## config.mk

```make
export PLATFORM = sky130hd
export DESIGN_NAME = multicycle_control
export DESIGN_NICKNAME = d
export VERILOG_FILES = /design/src/rtl/multicycle_control_pkg.sv /design/src/rtl/mc_output_decode.sv /design/src/rtl/multicycle_control.sv
export SDC_FILE = /design/constraint.sdc
export NUM_CORES = 1
export LEC_CHECK = 0
export ABC_AREA = 0
export CAP_MARGIN = 25
export CORE_UTILIZATION = 38
export DETAILED_ROUTE_END_ITERATION = 10
export GPL_TIMING_DRIVEN = 0
export PLACE_DENSITY = 0.76
export SLEW_MARGIN = 10
export SYNTH_ARGS = -nofsm -noshare
export SYNTH_HDL_FRONTEND = slang
export SYNTH_SLANG_ARGS = --single-unit
```

## constraint.sdc

```tcl
create_clock -name clk -period 1.9 [get_ports clk]
set_input_delay 0.19 -clock clk [delete_from_list [all_inputs] [get_ports clk]]
set_output_delay 0.19 -clock clk [all_outputs]
set_load 0.02 [all_outputs]
```

## src/rtl/multicycle_control_pkg.sv

```systemverilog
// Shared encodings for the multicycle and single-cycle control units.
package multicycle_control_pkg;

   localparam int unsigned OPCODE_W = 6;
   localparam int unsigned ALUOP_W  = 3;
   localparam int unsigned SRCB_W   = 2;
   localparam int unsigned PCSRC_W  = 2;
   localparam int unsigned STATE_W  = 4;

   localparam logic [OPCODE_W-1:0] OP_RTYPE = 6'b000000;
   localparam logic [OPCODE_W-1:0] OP_LW    = 6'b100011;
   localparam logic [OPCODE_W-1:0] OP_SW    = 6'b101011;
   localparam logic [OPCODE_W-1:0] OP_BEQ   = 6'b000100;
   localparam logic [OPCODE_W-1:0] OP_ADDI  = 6'b001000;
   localparam logic [OPCODE_W-1:0] OP_J     = 6'b000010;

   localparam logic [ALUOP_W-1:0] ALUOP_ADD   = 3'b000;
   localparam logic [ALUOP_W-1:0] ALUOP_SUB   = 3'b001;
   localparam logic [ALUOP_W-1:0] ALUOP_FUNCT = 3'b010;

   localparam logic [SRCB_W-1:0] SRCB_B       = 2'b00;
   localparam logic [SRCB_W-1:0] SRCB_FOUR    = 2'b01;
   localparam logic [SRCB_W-1:0] SRCB_IMM     = 2'b10;
   localparam logic [SRCB_W-1:0] SRCB_IMM_SH2 = 2'b11;

   localparam logic [PCSRC_W-1:0] PCSRC_ALU    = 2'b00;
   localparam logic [PCSRC_W-1:0] PCSRC_ALUOUT = 2'b01;
   localparam logic [PCSRC_W-1:0] PCSRC_JUMP   = 2'b10;

   typedef enum logic [STATE_W-1:0] {
      S_FETCH   = 4'd0,
      S_DECODE  = 4'd1,
      S_MEMADR  = 4'd2,
      S_MEMRD   = 4'd3,
      S_MEMWB   = 4'd4,
      S_MEMWR   = 4'd5,
      S_EXEC    = 4'd6,
      S_ALUWB   = 4'd7,
      S_BRANCH  = 4'd8,
      S_ADDIEX  = 4'd9,
      S_ADDIWB  = 4'd10,
      S_JUMP    = 4'd11,
      S_ILLEGAL = 4'd12
   } state_e;

   // Full control word produced per state.
   typedef struct packed {
      logic                 iord;
      logic                 mem_read;
      logic                 mem_write;
      logic                 ir_write;
      logic                 reg_dst;
      logic                 memto_reg;
      logic                 reg_write;
      logic                 alu_src_a;
      logic [SRCB_W-1:0]    alu_src_b;
      logic [ALUOP_W-1:0]   alu_op;
      logic [PCSRC_W-1:0]   pc_src;
      logic                 pc_write;
      logic                 branch;
      logic                 illegal;
   } ctrl_t;

   // Loads and stores share the address-calculation state.
   function automatic logic is_mem_op(input logic [OPCODE_W-1:0] op);
      return (op == OP_LW) || (op == OP_SW);
   endfunction

endpackage

```

## src/rtl/mc_output_decode.sv

```systemverilog
// Moore output decode: control word from current state (and memory ready).
module mc_output_decode
   import multicycle_control_pkg::*;
(
   input  logic   rst_n,
   input  state_e state_i,
   input  logic   mem_ok_i,
   output ctrl_t  ctrl_o
);

   // Per-state control values; strobes cleared while reset is asserted.
   always_comb begin
      ctrl_o = '0;
      case (state_i)
         S_FETCH: begin
            ctrl_o.mem_read  = 1'b1;
            ctrl_o.alu_src_b = SRCB_FOUR;
            ctrl_o.alu_op    = ALUOP_ADD;
            ctrl_o.ir_write  = mem_ok_i;
            ctrl_o.pc_write  = mem_ok_i;
         end
         S_DECODE: begin
            ctrl_o.alu_src_b = SRCB_IMM_SH2;
            ctrl_o.alu_op    = ALUOP_ADD;
         end
         S_MEMADR: begin
            ctrl_o.alu_src_a = 1'b1;
            ctrl_o.alu_src_b = SRCB_IMM;
         end
         S_MEMRD: begin
            ctrl_o.iord     = 1'b1;
            ctrl_o.mem_read = 1'b1;
         end
         S_MEMWB: begin
            ctrl_o.reg_write = 1'b1;
            ctrl_o.memto_reg = 1'b1;
         end
         S_MEMWR: begin
            ctrl_o.iord      = 1'b1;
            ctrl_o.mem_write = 1'b1;
         end
         S_EXEC: begin
            ctrl_o.alu_src_a = 1'b1;
            ctrl_o.alu_src_b = SRCB_B;
            ctrl_o.alu_op    = ALUOP_FUNCT;
         end
         S_ALUWB: begin
            ctrl_o.reg_write = 1'b1;
            ctrl_o.reg_dst   = 1'b1;
         end
         S_BRANCH: begin
            ctrl_o.alu_src_a = 1'b1;
            ctrl_o.alu_op    = ALUOP_SUB;
            ctrl_o.pc_src    = PCSRC_ALUOUT;
            ctrl_o.branch    = 1'b1;
         end
         S_ADDIEX: begin
            ctrl_o.alu_src_a = 1'b1;
            ctrl_o.alu_src_b = SRCB_IMM;
            ctrl_o.alu_op    = ALUOP_ADD;
         end
         S_ADDIWB: begin
            ctrl_o.reg_write = 1'b1;
         end
         S_JUMP: begin
            ctrl_o.pc_src   = PCSRC_JUMP;
            ctrl_o.pc_write = 1'b1;
         end
         S_ILLEGAL: begin
            ctrl_o.illegal = 1'b1;
         end
         default: ctrl_o = '0;
      endcase
      if (!rst_n) begin
         ctrl_o.mem_read  = 1'b0;
         ctrl_o.mem_write = 1'b0;
         ctrl_o.ir_write  = 1'b0;
         ctrl_o.reg_write = 1'b0;
         ctrl_o.pc_write  = 1'b0;
         ctrl_o.branch    = 1'b0;
         ctrl_o.illegal   = 1'b0;
      end
   end

endmodule

```

## src/rtl/multicycle_control.sv

```systemverilog
// Multicycle MIPS-style control FSM with Moore-decoded control outputs.
module multicycle_control
   import multicycle_control_pkg::*;
#(
   parameter int unsigned MEM_WAIT = 1
)(
   input  logic                clk,
   input  logic                rst_n,
   input  logic [OPCODE_W-1:0] opcode,
   input  logic                mem_ready,
   output logic                IorD,
   output logic                MemRead,
   output logic                MemWrite,
   output logic                IRWrite,
   output logic                RegDst,
   output logic                MemtoReg,
   output logic                RegWrite,
   output logic                ALUSrcA,
   output logic [SRCB_W-1:0]   ALUSrcB,
   output logic [ALUOP_W-1:0]  ALUOp,
   output logic [PCSRC_W-1:0]  PCSrc,
   output logic                PCWrite,
   output logic                Branch,
   output logic [STATE_W-1:0]  state,
   output logic                illegal
);

   state_e state_q, state_d;
   logic   mem_ok_c;
   ctrl_t  ctrl;

   // Memory handshake is bypassed when the memory never stalls.
   assign mem_ok_c = (MEM_WAIT != 0) ? mem_ready : 1'b1;

   // Next-state selection; opcode is only looked at in DECODE and MEMADR.
   always_comb begin
      state_d = S_FETCH;
      case (state_q)
         S_FETCH:  state_d = mem_ok_c ? S_DECODE : S_FETCH;
         S_DECODE: begin
            if (is_mem_op(opcode))      state_d = S_MEMADR;
            else if (opcode == OP_RTYPE) state_d = S_EXEC;
            else if (opcode == OP_BEQ)   state_d = S_BRANCH;
            else if (opcode == OP_ADDI)  state_d = S_ADDIEX;
            else if (opcode == OP_J)     state_d = S_JUMP;
            else                         state_d = S_ILLEGAL;
         end
         S_MEMADR: begin
            if (opcode == OP_LW)      state_d = S_MEMRD;
            else if (opcode == OP_SW) state_d = S_MEMWR;
            else                      state_d = S_ILLEGAL;
         end
         S_MEMRD:   state_d = mem_ok_c ? S_MEMWB : S_MEMRD;
         S_MEMWB:   state_d = S_FETCH;
         S_MEMWR:   state_d = mem_ok_c ? S_FETCH : S_MEMWR;
         S_EXEC:    state_d = S_ALUWB;
         S_ALUWB:   state_d = S_FETCH;
         S_BRANCH:  state_d = S_FETCH;
         S_ADDIEX:  state_d = S_ADDIWB;
         S_ADDIWB:  state_d = S_FETCH;
         S_JUMP:    state_d = S_FETCH;
         S_ILLEGAL: state_d = S_FETCH;
         default:   state_d = S_FETCH;
      endcase
   end

   // State register; reset aborts any instruction in flight.
   always_ff @(posedge clk or negedge rst_n) begin
      if (!rst_n) state_q <= S_FETCH;
      else        state_q <= state_d;
   end

   mc_output_decode u_decode (
      .rst_n    (rst_n),
      .state_i  (state_q),
      .mem_ok_i (mem_ok_c),
      .ctrl_o   (ctrl)
   );

   assign IorD     = ctrl.iord;
   assign MemRead  = ctrl.mem_read;
   assign MemWrite = ctrl.mem_write;
   assign IRWrite  = ctrl.ir_write;
   assign RegDst   = ctrl.reg_dst;
   assign MemtoReg = ctrl.memto_reg;
   assign RegWrite = ctrl.reg_write;
   assign ALUSrcA  = ctrl.alu_src_a;
   assign ALUSrcB  = ctrl.alu_src_b;
   assign ALUOp    = ctrl.alu_op;
   assign PCSrc    = ctrl.pc_src;
   assign PCWrite  = ctrl.pc_write;
   assign Branch   = ctrl.branch;
   assign illegal  = ctrl.illegal;
   assign state    = state_q;

endmodule

```

==> out/qor.yml, run 1 <==
status:
  status: "finished, final reports clean"
clocking:
  cts_buffers: 3
  htree_levels: 1
  cts_num_sinks: 4
  cts-root-buf: "clkbuf_4"
  path_clk_slew_ns: 0.04
  cts_hold_buf: 0
  post_cts_buffers: 0
  clock_tree.buffer_depth: 2
  insertion_delay_ns: 0.23
  cts_tree: "built"
pwr:
  p_leak_nw: 0.420
  power.density_mw_per_mm2: 1250
  peakVddDrop_uv: 665
  p_total_mw: 1.09
worst_setup_path:
  crit_path_cell_trace: "buf_4, nand2b_1, o22ai_1, dlygate4sd2_1"
  path_max_fanout: 10
  worstSetupStartpointType: "flip-flop"
  worstPathArrival_ns: 1.57
  end_kind: "primary output"
  worstSetupPathType: "reg2out"
  crit_required_ns: 1.71
  cp.depth: 4
  cp_top_family: "buffers and inverters"
  cp_slowest_cell: "dfrtp_2"
  max_stage_delay_ns: 0.45
  rr_worst_depth: 5
  cp_num_buf_inv: 2
routing:
  viasPerCell: 5.66
  vias: 741
  drc_errors: 0
  postRouteAntennaNets: 0
  wirelength_mm: 1.69
  drtIter0Drc: 21
  drtPass1Iterations: 4
  drt-wirelength-per-cell_um: 12.9
global_routing:
  grt_max_degree: 11
  grt_usage_pct: 23.2
  grt_pass1_vias: 583
  gr-total-overflow: 0
  grt_pass1_wl_mm: 2.62
  grt_antenna_before_repair: 0
finish:
  drive_above_1_share_pct: 18.1
  finalCoreUtilization_pct: 64.9
  synthToLayoutAreaGrowth_pct: 53.2
  multi_input_comb_area_um2: 434
  stdcell_area_um2: 876
  stdcell_count: 131
  register_area_um2: 101
  diodes: 0
  final_net_count: 127
  final_cell_mix: "clkdlybuf4s50_1, nor2_1, dlygate4sd2_1"
  final_common_cell: "clkdlybuf4s50_1"
  largest_reg_flops: 4
  nFillCells: 126
worst_hold_path:
  hold_path.class: "in2async"
placement:
  place_area_um2: 881
  dp.cells: 128
  pre_cts_ws_ns: -0.147
  io_buffers: 29
  hpwlAfterDp_mm: 1.28
  routabilityCongestion: 0.831
sta:
  fin_setup_tns_ns: 0
  hold_slack_ns: 0.240
  fin_crit_sh_pct: 92.8
  rsz0062_at_grt: "no"
  clock_skew_ns: 0.00479
  finalHoldViolCount: 0
  setup_ws_ns: 0.137
  post-route-min-period_ns: 1.76
  setup_violations: 0
  max_freq_ghz: 0.567
  slew_viol_final: 0
flow_run:
  drv_cap: 0
logic_synthesis:
  synth_top_flop_cell: "dfrtp_1"
  postSynthAreaPerCell_um2: 6.81
  ys_async_sr_fraction_pct: 100
  syn_inst: 84
  synth_edf_count: 0
  synthAdderAreaFrac_pct: 0
  synth-seq-cells: 4
  yosysUniqueCellTypes: 39
  ys_warn_count: 0
  synth_top_family_by_area: "simple AND/OR/NAND/NOR gates"
  yosys-mux-area-fraction_pct: 3.72
  yosysSeqAreaShare_pct: 17.5
  synth_xor_area_share_pct: 4.60
  syn_nets: 93
  synth_compound_area_share_pct: 21.2
  synth-simple-area-share_pct: 44.4
  synth_area_um2: 572
floorplan:
  initial_utilization_pct: 42.4
  core_mm2: 0.00135
  core.rowCount: 13
  die_h_um: 40.8
  die-area_mm2: 0.00166
  die_w_um: 40.8
  pin_count: 31
[routing by layer]
| layer | GRT usage, % | vias up | part of all wire, % |
|---|---|---|---|
| li1 | - | 365 | - |
| met1 | 30.6 | 350 | 45 |
| met2 | 39.5 | 26 | 48 |
| met3 | 3.26 | 0 | 6.6 |
| met4 | 5.00 | 0 | 0 |
| met5 | 0 | - | 0 |
[cell families after synthesis]
logic type | after synthesis
other cells | 1
xor+xnor | 3
compound gates | 18
buf+inv | 8
simple gates | 48
mux | 2
flops | 4
[timing repair]
action                     CTS  global route
setup endpoints to repair   17             7
pin swaps                    0             0
gates resized for setup     20            16
[Yosys cell counts (2+ instances only)]
| library cell | instances | area, µm² |
|---|---|---|
| a21oi_1 | 4 | 20.0 |
| and2_1 | 2 | 12.5 |
| buf_4 | 2 | 15.0 |
| clkbuf_1 | 2 | 7.51 |
| dfrtp_1 | 4 | 100 |
| inv_1 | 2 | 7.51 |
| nand2_1 | 7 | 26.3 |
| nand2b_1 | 4 | 25.0 |
| nand3_1 | 4 | 20.0 |
| nor2_1 | 12 | 45.0 |
| nor3_1 | 8 | 40.0 |
| nor3b_1 | 2 | 15.0 |
| o21ai_0 | 4 | 20.0 |
| xnor2_1 | 2 | 17.5 |
[layout make-up]
| cell class | instances | share of cell area, % |
|---|---|---|
| well taps | 15 | 2.14 |
| repair buffers | 29 | 28.6 |
| flip-flops and latches | 4 | 11.6 |
| inverters | 2 | 0.857 |
| multi-input cells | 72 | 49.6 |
| clock buffers | 3 | 2.57 |
| plain buffers | 6 | 4.71 |
[worst reg2reg max path: stages (launching register included)]
cell	delay, ns
dfrtp_1	0.38
buf_6	0.14
nand2b_4	0.14
or3_1	0.32
nor3b_1	0.15
a311oi_1	0.33
[report_power, final]
part | total [mW] | internal [mW] | switching [mW]
Combinational | 0.831 | 0.345 | 0.486
Sequential | 0.159 | 0.117 | 0.0422
Clock | 0.101 | 0.0704 | 0.0311
Total | 1.09 | 0.533 | 0.559
[path summary, 6_finish.rpt]
kind                       startpoint        to  slack (ns)
max in group asynchronous       rst_n  state[0]        1.37
min reg2reg                  state[2]  state[3]        0.75
min                             rst_n  state[2]        0.24
max                          state[0]   ALUSrcA        0.14
min in group clk             state[2]  state[3]        0.75
max reg2reg                  state[1]  state[2]        0.31
Power figures use the tool's default switching activity.
==> run 2: changes to the inputs <==
--- a/config.mk
+++ b/config.mk
@@ -11,7 +11,7 @@
 export DETAILED_ROUTE_END_ITERATION = 10
 export GPL_TIMING_DRIVEN = 0
 export PLACE_DENSITY = 0.76
-export SLEW_MARGIN = 10
+export SLEW_MARGIN = 5
 export SYNTH_ARGS = -nofsm -noshare
 export SYNTH_HDL_FRONTEND = slang
 export SYNTH_SLANG_ARGS = --single-unit
==> results of run 2 <==
No change in the layout: final DEF, timing and power equal those of run 1.
